`src/rtl/wimax_pkg.sv`:
```
// rtl/wimax_pkg.sv - shared types and constants for the WiMAX QPSK burst path
//
// Purpose: burst-controller FSM state type, OFDM/QPSK sizing constants and a
// counter-width helper.
// Ports: none (package).
package wimax_pkg;

  typedef enum logic [1:0] {
    IDLE = 2'd0,
    RUN  = 2'd1,
    GAP  = 2'd2,
    DONE = 2'd3
  } qpsk_bctrl_state_t;

  localparam int N_DATA_SC        = 192;
  localparam int QPSK_BITS_PER_SC = 2;
  localparam int BITS_PER_SYM_DEF = N_DATA_SC * QPSK_BITS_PER_SC;

  // Register width needed to count 0..n-1 (at least one bit).
  function automatic int cnt_width(input int n);
    return (n > 1) ? $clog2(n) : 1;
  endfunction

endpackage

```
`src/rtl/bctrl_counter.sv`:
```
// rtl/bctrl_counter.sv - synchronous up-counter with clear, enable and terminal wrap
//
// Purpose: counts enabled cycles and wraps to zero on the enabled cycle where
// the count equals max_i. clr_i has priority over en_i.
// Ports:
//   clk    in   clock
//   rst    in   synchronous active-high reset
//   clr_i  in   force count to zero
//   en_i   in   advance count
//   max_i  in   terminal value; the count wraps after it
//   cnt_o  out  current count
module bctrl_counter #(
  parameter int WIDTH = 8
) (
  input  logic             clk,
  input  logic             rst,
  input  logic             clr_i,
  input  logic             en_i,
  input  logic [WIDTH-1:0] max_i,
  output logic [WIDTH-1:0] cnt_o
);

  logic [WIDTH-1:0] cnt_q;
  logic [WIDTH-1:0] cnt_d;

  always_comb begin
    cnt_d = cnt_q;
    if (clr_i) begin
      cnt_d = '0;
    end else if (en_i) begin
      cnt_d = (cnt_q == max_i) ? '0 : cnt_q + 1'b1;
    end
  end

  always_ff @(posedge clk) begin
    if (rst) begin
      cnt_q <= '0;
    end else begin
      cnt_q <= cnt_d;
    end
  end

  assign cnt_o = cnt_q;

endmodule

```
`src/rtl/qpsk_burst_ctrl.sv`:
```
// rtl/qpsk_burst_ctrl.sv - burst sequencer between interleaver and QPSK modulator
//
// Purpose: accepts a burst command (number of OFDM symbols), gates exactly
// BITS_PER_SYM bits per symbol from the interleaver to the modulator with a
// zero-latency pass-through, inserts GAP_CYCLES idle cycles between symbols,
// and flags symbol/burst boundaries on each transferred bit.
// Ports:
//   clk, rst                     clock, synchronous active-high reset
//   cmd_valid/cmd_ready          burst command handshake
//   cmd_num_sym                  symbols in the burst (0 = empty burst)
//   i_abort                      synchronous burst abort
//   s_valid/s_data/s_ready       interleaver bit stream in
//   m_valid/m_data/m_ready       modulator bit stream out
//   m_sob/m_sos/m_eos/m_eob      boundary markers, qualified by m_valid
//   busy, done, aborted          status; done pulses once per burst end
//   sym_idx                      index of the current OFDM symbol
module qpsk_burst_ctrl
  import wimax_pkg::*;
#(
  parameter int BITS_PER_SYM = BITS_PER_SYM_DEF,
  parameter int GAP_CYCLES   = 16,
  parameter int NSYM_W       = 8
) (
  input  logic              clk,
  input  logic              rst,
  input  logic              cmd_valid,
  output logic              cmd_ready,
  input  logic [NSYM_W-1:0] cmd_num_sym,
  input  logic              i_abort,
  input  logic              s_valid,
  input  logic              s_data,
  output logic              s_ready,
  output logic              m_valid,
  output logic              m_data,
  input  logic              m_ready,
  output logic              m_sob,
  output logic              m_sos,
  output logic              m_eos,
  output logic              m_eob,
  output logic              busy,
  output logic              done,
  output logic              aborted,
  output logic [NSYM_W-1:0] sym_idx
);

  localparam int BIT_W = cnt_width(BITS_PER_SYM);
  localparam int GAP_W = cnt_width(GAP_CYCLES);
  localparam logic [BIT_W-1:0] BIT_MAX = BIT_W'(BITS_PER_SYM - 1);
  localparam logic [GAP_W-1:0] GAP_MAX = GAP_W'((GAP_CYCLES > 0) ? GAP_CYCLES - 1 : 0);

  // Odd symbol sizes would split a QPSK bit pair across symbols.
  generate
    if ((BITS_PER_SYM < 2) || ((BITS_PER_SYM % 2) != 0)) begin : g_bad_bits_per_sym
      $error("qpsk_burst_ctrl: BITS_PER_SYM must be even and >= 2");
    end
  endgenerate

  qpsk_bctrl_state_t state_q, state_d;
  logic [NSYM_W-1:0] num_sym_q, num_sym_d;
  logic              done_q, done_d;
  logic              aborted_q, aborted_d;

  logic [BIT_W-1:0]  bit_cnt;
  logic [GAP_W-1:0]  gap_cnt;
  logic [NSYM_W-1:0] sym_cnt;
  logic [NSYM_W-1:0] sym_max;

  logic in_idle, in_run, in_gap, in_done;
  logic accept, xfer, cnt_clr;
  logic bit_tc, sym_last, gap_tc;

  assign in_idle = (state_q == IDLE);
  assign in_run  = (state_q == RUN);
  assign in_gap  = (state_q == GAP);
  assign in_done = (state_q == DONE);

  assign accept  = in_idle & cmd_valid;
  assign xfer    = s_valid & m_ready & in_run & ~i_abort;

  // Counters restart on a new command and again on the way back to IDLE,
  // so an aborted burst leaves nothing stale behind.
  assign cnt_clr = accept | in_done;

  assign sym_max  = num_sym_q - 1'b1;
  assign bit_tc   = (bit_cnt == BIT_MAX);
  assign sym_last = (sym_cnt == sym_max);
  assign gap_tc   = (gap_cnt == GAP_MAX);

  bctrl_counter #(.WIDTH(BIT_W)) u_bit_cnt (
    .clk   (clk),
    .rst   (rst),
    .clr_i (cnt_clr),
    .en_i  (xfer),
    .max_i (BIT_MAX),
    .cnt_o (bit_cnt)
  );

  bctrl_counter #(.WIDTH(NSYM_W)) u_sym_cnt (
    .clk   (clk),
    .rst   (rst),
    .clr_i (cnt_clr),
    .en_i  (xfer & bit_tc),
    .max_i (sym_max),
    .cnt_o (sym_cnt)
  );

  bctrl_counter #(.WIDTH(GAP_W)) u_gap_cnt (
    .clk   (clk),
    .rst   (rst),
    .clr_i (cnt_clr),
    .en_i  (in_gap & ~i_abort),
    .max_i (GAP_MAX),
    .cnt_o (gap_cnt)
  );

  always_comb begin
    state_d   = state_q;
    num_sym_d = num_sym_q;
    done_d    = 1'b0;
    aborted_d = 1'b0;
    case (state_q)
      IDLE: begin
        if (cmd_valid) begin
          if (cmd_num_sym != '0) begin
            num_sym_d = cmd_num_sym;
            state_d   = RUN;
          end else begin
            state_d = DONE;
            done_d  = 1'b1;
          end
        end
      end
      RUN: begin
        if (i_abort) begin
          state_d   = DONE;
          done_d    = 1'b1;
          aborted_d = 1'b1;
        end else if (xfer && bit_tc) begin
          if (sym_last) begin
            state_d = DONE;
            done_d  = 1'b1;
          end else if (GAP_CYCLES > 0) begin
            state_d = GAP;
          end
        end
      end
      GAP: begin
        if (i_abort) begin
          state_d   = DONE;
          done_d    = 1'b1;
          aborted_d = 1'b1;
        end else if (gap_tc) begin
          state_d = RUN;
        end
      end
      DONE: begin
        state_d = IDLE;
      end
      default: begin
        state_d = IDLE;
      end
    endcase
  end

  always_ff @(posedge clk) begin
    if (rst) begin
      state_q   <= IDLE;
      num_sym_q <= '0;
      done_q    <= 1'b0;
      aborted_q <= 1'b0;
    end else begin
      state_q   <= state_d;
      num_sym_q <= num_sym_d;
      done_q    <= done_d;
      aborted_q <= aborted_d;
    end
  end

  // Handshakes are forced low while rst is high, before the state register
  // has had a chance to return to IDLE.
  assign cmd_ready = in_idle & ~rst;
  assign s_ready   = m_ready & in_run & ~i_abort & ~rst;
  assign m_valid   = s_valid & in_run & ~i_abort & ~rst;
  assign m_data    = s_data;

  assign m_sos   = m_valid & (bit_cnt == '0);
  assign m_eos   = m_valid & bit_tc;
  assign m_sob   = m_sos & (sym_cnt == '0);
  assign m_eob   = m_eos & sym_last;

  assign busy    = ~in_idle;
  assign done    = done_q;
  assign aborted = aborted_q;
  assign sym_idx = sym_cnt;

endmodule

```
`config.mk`:
```
export PLATFORM = sky130hd
export DESIGN_NAME = qpsk_burst_ctrl
export DESIGN_NICKNAME = d
export VERILOG_FILES = /design/src/rtl/wimax_pkg.sv /design/src/rtl/bctrl_counter.sv /design/src/rtl/qpsk_burst_ctrl.sv
export SDC_FILE = /design/constraint.sdc
export NUM_CORES = 1
export LEC_CHECK = 0
export ABC_AREA = 1
export CORE_MARGIN = 2
export CORE_UTILIZATION = 53
export CTS_CLUSTER_SIZE = 14
export DETAILED_ROUTE_END_ITERATION = 8
export GPL_ROUTABILITY_DRIVEN = 0
export PLACE_DENSITY = 0.76
export SLEW_MARGIN = 40
export SYNTH_ARGS = -nofsm -noshare
export SYNTH_HDL_FRONTEND = slang
export SYNTH_SLANG_ARGS = --single-unit
export TNS_END_PERCENT = 100
```
`constraint.sdc`:
```
create_clock -name clk -period 2.06 [get_ports clk]
set_input_delay 0.206 -clock clk [delete_from_list [all_inputs] [get_ports clk]]
set_output_delay 0.206 -clock clk [all_outputs]
set_load 0.005 [all_outputs]
```
==> results.txt <==
Outcome: finished clean
Setup crit end kind: output port
DR vias: 2,037
Tcrit/Tclk final: 95.1%
Worst r2r src: state_q[1]$_SDFFE_PP0P_
Required @ worst endpoint: 1.85 ns
Netlist cell types: 31
Clock input transition at the sequential cells of the worst setup and hold paths: 0.07 ns
Cell Rows: 22
Dpl ws: -0.164 ns
Final setup fails: 0
Clock Tree Root: clkbuf_8
Syn Inst Count: 302
Synth Area in Compound Gates: 12.1%
First-pass GRT wire length: 7.63 mm
Post-route setup TNS: 0 ns
Post-Synth Adder-Cell Area: 6.76%
Antenna violations before repair: 0
GRT Resource Usage Total: 22.8%
Antenna cells: 0
CP arrival: 1.75 ns
Avg Synthesized Cell Area: 6.74 um^2
IO Port Bufs: 31
Top Metal Used: met4
Fin nets: 387
Clk buf depth: 2
Slew @ Worst Pin: 0.364 ns
TritonCTS Sinks: 33
WS Path Type: reg2out
Worst reg2reg path depth: 14
Area Overhead vs Synth: 33.4%
Synth Flop Type: dfxtp_1
Main combinational cell family by area after synthesis: simple AND/OR/NAND/NOR gates
CTS Buf Count: 5
Initial drt markers: 119
Setup Skew: 0.00764 ns
Wire length on met2: 2.40 mm
Largest net degree at the start of global routing: 15
Overall Power: 2.20 mW
Vias per cell: 4.97
Synth cell count leaders: nand2_1 (67), inv_1 (56), dfxtp_1 (33)
Total congestion overflow: 0
CTS tree: yes
Die Y: 66.0 um
YS warnings: 0
EDFF count, synth: 0
Mux cell area share after synthesis: 0%
Final wirelength: 4.70 mm
DR WL met3: 169 um
Achievable Freq: 510 MHz
Slew Viols, Final: 0
Placed Instances: 397
Seq cells post-synth: 33
Reg2Reg Setup Slack: 0.15 ns
Final WS setup: 0.101 ns
Leakage: 1.27 nW
Top-count cell post-synth: nand2_1
Vias in the first global route: 1,811
WL per Instance: 11.5 um
Synthesized cell area: 2040 um^2
Max_slew headroom: 75.5%
Synthesized Nets: 328
Core Footprint: 3690 um^2
Hold path cells: 0
Final ANT Viol Nets: 0
Area post-placement: 2530 um^2
CP Launch Type: flop
Minimum clock period: 1.96 ns
Die X: 66.0 um
Synth Area in Simple Gates: 35.1%
Post-route DRC violation count: 0
Hold EP: m_data
Area contributors post-synth: dfxtp_1 (32%), nand2_1 (12%), inv_1 (10%)
Final Instance Area: 2720 um^2
Final Non-Filler Cells: 410
Asr flop ratio synth: 0%
VDD IR max: 0.628 mV
Largest area contributor in the netlist: dfxtp_1
Initial Util: 55.2%
Proportion of layout cells with a drive suffix above 1: 18.2%
Hold Crit Start: s_data
Yosys top cell area share: 32.4%
Boundary pin count: 34
Seq/Total Area, Yosys: 32.4%
Power Dens Cells: 811 nW/um^2
Crit-path max FO: 2
WL met1: 2.06 mm
Unrepaired setup endpoints after global routing: false
Final hold vios: 0
Post-DP HPWL: 3.54 mm
Die footprint: 4360 um^2
Post-Synth XOR/XNOR Area: 2.15%
Hold Crit Class: in2out
Max-Cap Viols: 0
Clk Latency, worst-skew pair: 0.29 ns
Initial DRT Pass Iterations: 4
FF-to-FF End: u_sym_cnt.cnt_o[7]$_SDFFE_PP0P_
# H-tree levels: 2
area by class of cell:
type	count	area, um^2
multi-input combinational	208	1210
clock inverter	3	17.5
clock buffer	5	68.8
sequential	33	666
fill	313	971
tap	48	60.1
timing repair buffer	54	475
inverter	59	221
state kept, by name, indices dropped and copies added (netlist names):
signal	count
aborted	1
u_gap_cnt.cnt_o	4
done	1
u_bit_cnt.cnt_o	9
num_sym_q	8
state_q	2
u_sym_cnt.cnt_o	8
metrics by stage:
stage                     utilization [%]  hold slack [ns]
after floorplan                         -            0.275
after global routing                 73.7            0.412
after CTS                            72.7            0.412
after global placement               68.6            0.412
final                                73.7            0.412
after detailed placement             68.6            0.412
what timing repair did:
action / CTS / global route
pin swaps: 6 / 11
gates resized for setup: 19 / 11
setup endpoints to repair: 6 / 7
setup buffers: 3 / 3
hold buffers: 0 / 0
worst max path at each step:
| stage | endpoint | slack [ns] | startpoint | cells past startpoint |
|---|---|---|---|---|
| after global placement | m_sob | -0.15 | i_abort | 7 |
| after floorplan | u_sym_cnt.cnt_o[7]$_SDFFE_PP0P_ | 0.31 | state_q[1]$_SDFFE_PP0P_ | 13 |
| final | m_sos | 0.10 | state_q[1]$_SDFFE_PP0P_ | 10 |
| after CTS | m_eob | 0.008 | num_sym_q[0]$_SDFFE_PP0P_ | 11 |
| after global routing | m_eos | 0.006 | state_q[1]$_SDFFE_PP0P_ | 10 |
| after detailed placement | m_sob | -0.16 | i_abort | 7 |
cells in the final DEF (no fill, tap or decap):
| cell type | count |
|---|---|
| nand2_1 | 67 |
| inv_1 | 52 |
| dfxtp_1 | 29 |
| clkdlybuf4s50_1 | 25 |
| nor2_1 | 23 |
| buf_4 | 22 |
| a21oi_1 | 21 |
| o21ai_0 | 17 |
| nand3_1 | 16 |
| ha_1 | 9 |
| nor3_1 | 8 |
| inv_2 | 7 |
| nor2_2 | 5 |
| nand4_1 | 5 |
| clkbuf_8 | 5 |
| dlygate4sd2_1 | 5 |
| nor4_1 | 4 |
| xor2_1 | 4 |
| dfxtp_2 | 4 |
| nor2_4 | 3 |
| nor3_4 | 3 |
| nor3b_1 | 3 |
| nand3_2 | 2 |
| nor3_2 | 2 |
| nand3_4 | 2 |
| a211oi_1 | 2 |
| a31oi_1 | 2 |
| ha_4 | 2 |
| clkinv_2 | 2 |
| nand2_2 | 1 |
| xnor2_1 | 1 |
| o21ai_1 | 1 |
| nand2_4 | 1 |
| nand4_2 | 1 |
| o21ai_2 | 1 |
| o22ai_1 | 1 |
| a221oi_1 | 1 |
| clkinvlp_4 | 1 |
| buf_2 | 1 |
| buf_6 | 1 |
where the power goes:
group	leakage [nW]	switching (mW)	internal [mW]	total, mW
logic	0.955	0.537	0.416	0.953
clock network	0.0439	0.249	0.233	0.482
registers	0.270	0.0541	0.715	0.769
total	1.27	0.840	1.36	2.20
routing by layer:
metal / vias up / global-route usage [%]
met4: 0 / 9.69
met3: 5 / 5.28
met1: 910 / 27.6
li1: 1091 / -
met2: 31 / 38.8
met5: - / 0
critical path, stage by stage (launching register included):
cell and delay, ns:
dfxtp_2 0.33, inv_2 0.07, ha_4 0.14, inv_2 0.05, nor2_4 0.11, inv_2 0.06
nor3_4 0.16, nand3_2 0.15, buf_6 0.16, inv_1 0.03, dlygate4sd2_1 0.22
cells by family after synthesis:
| family | after synthesis |
|---|---|
| AOI/OAI and AO/OA | 46 |
| buffers and inverters | 61 |
| DFF | 33 |
| adders and majority gates | 11 |
| xor gates and xnor gates | 5 |
| and+or+nand+nor | 146 |
Note: power is estimated with default switching activity, not from simulation.
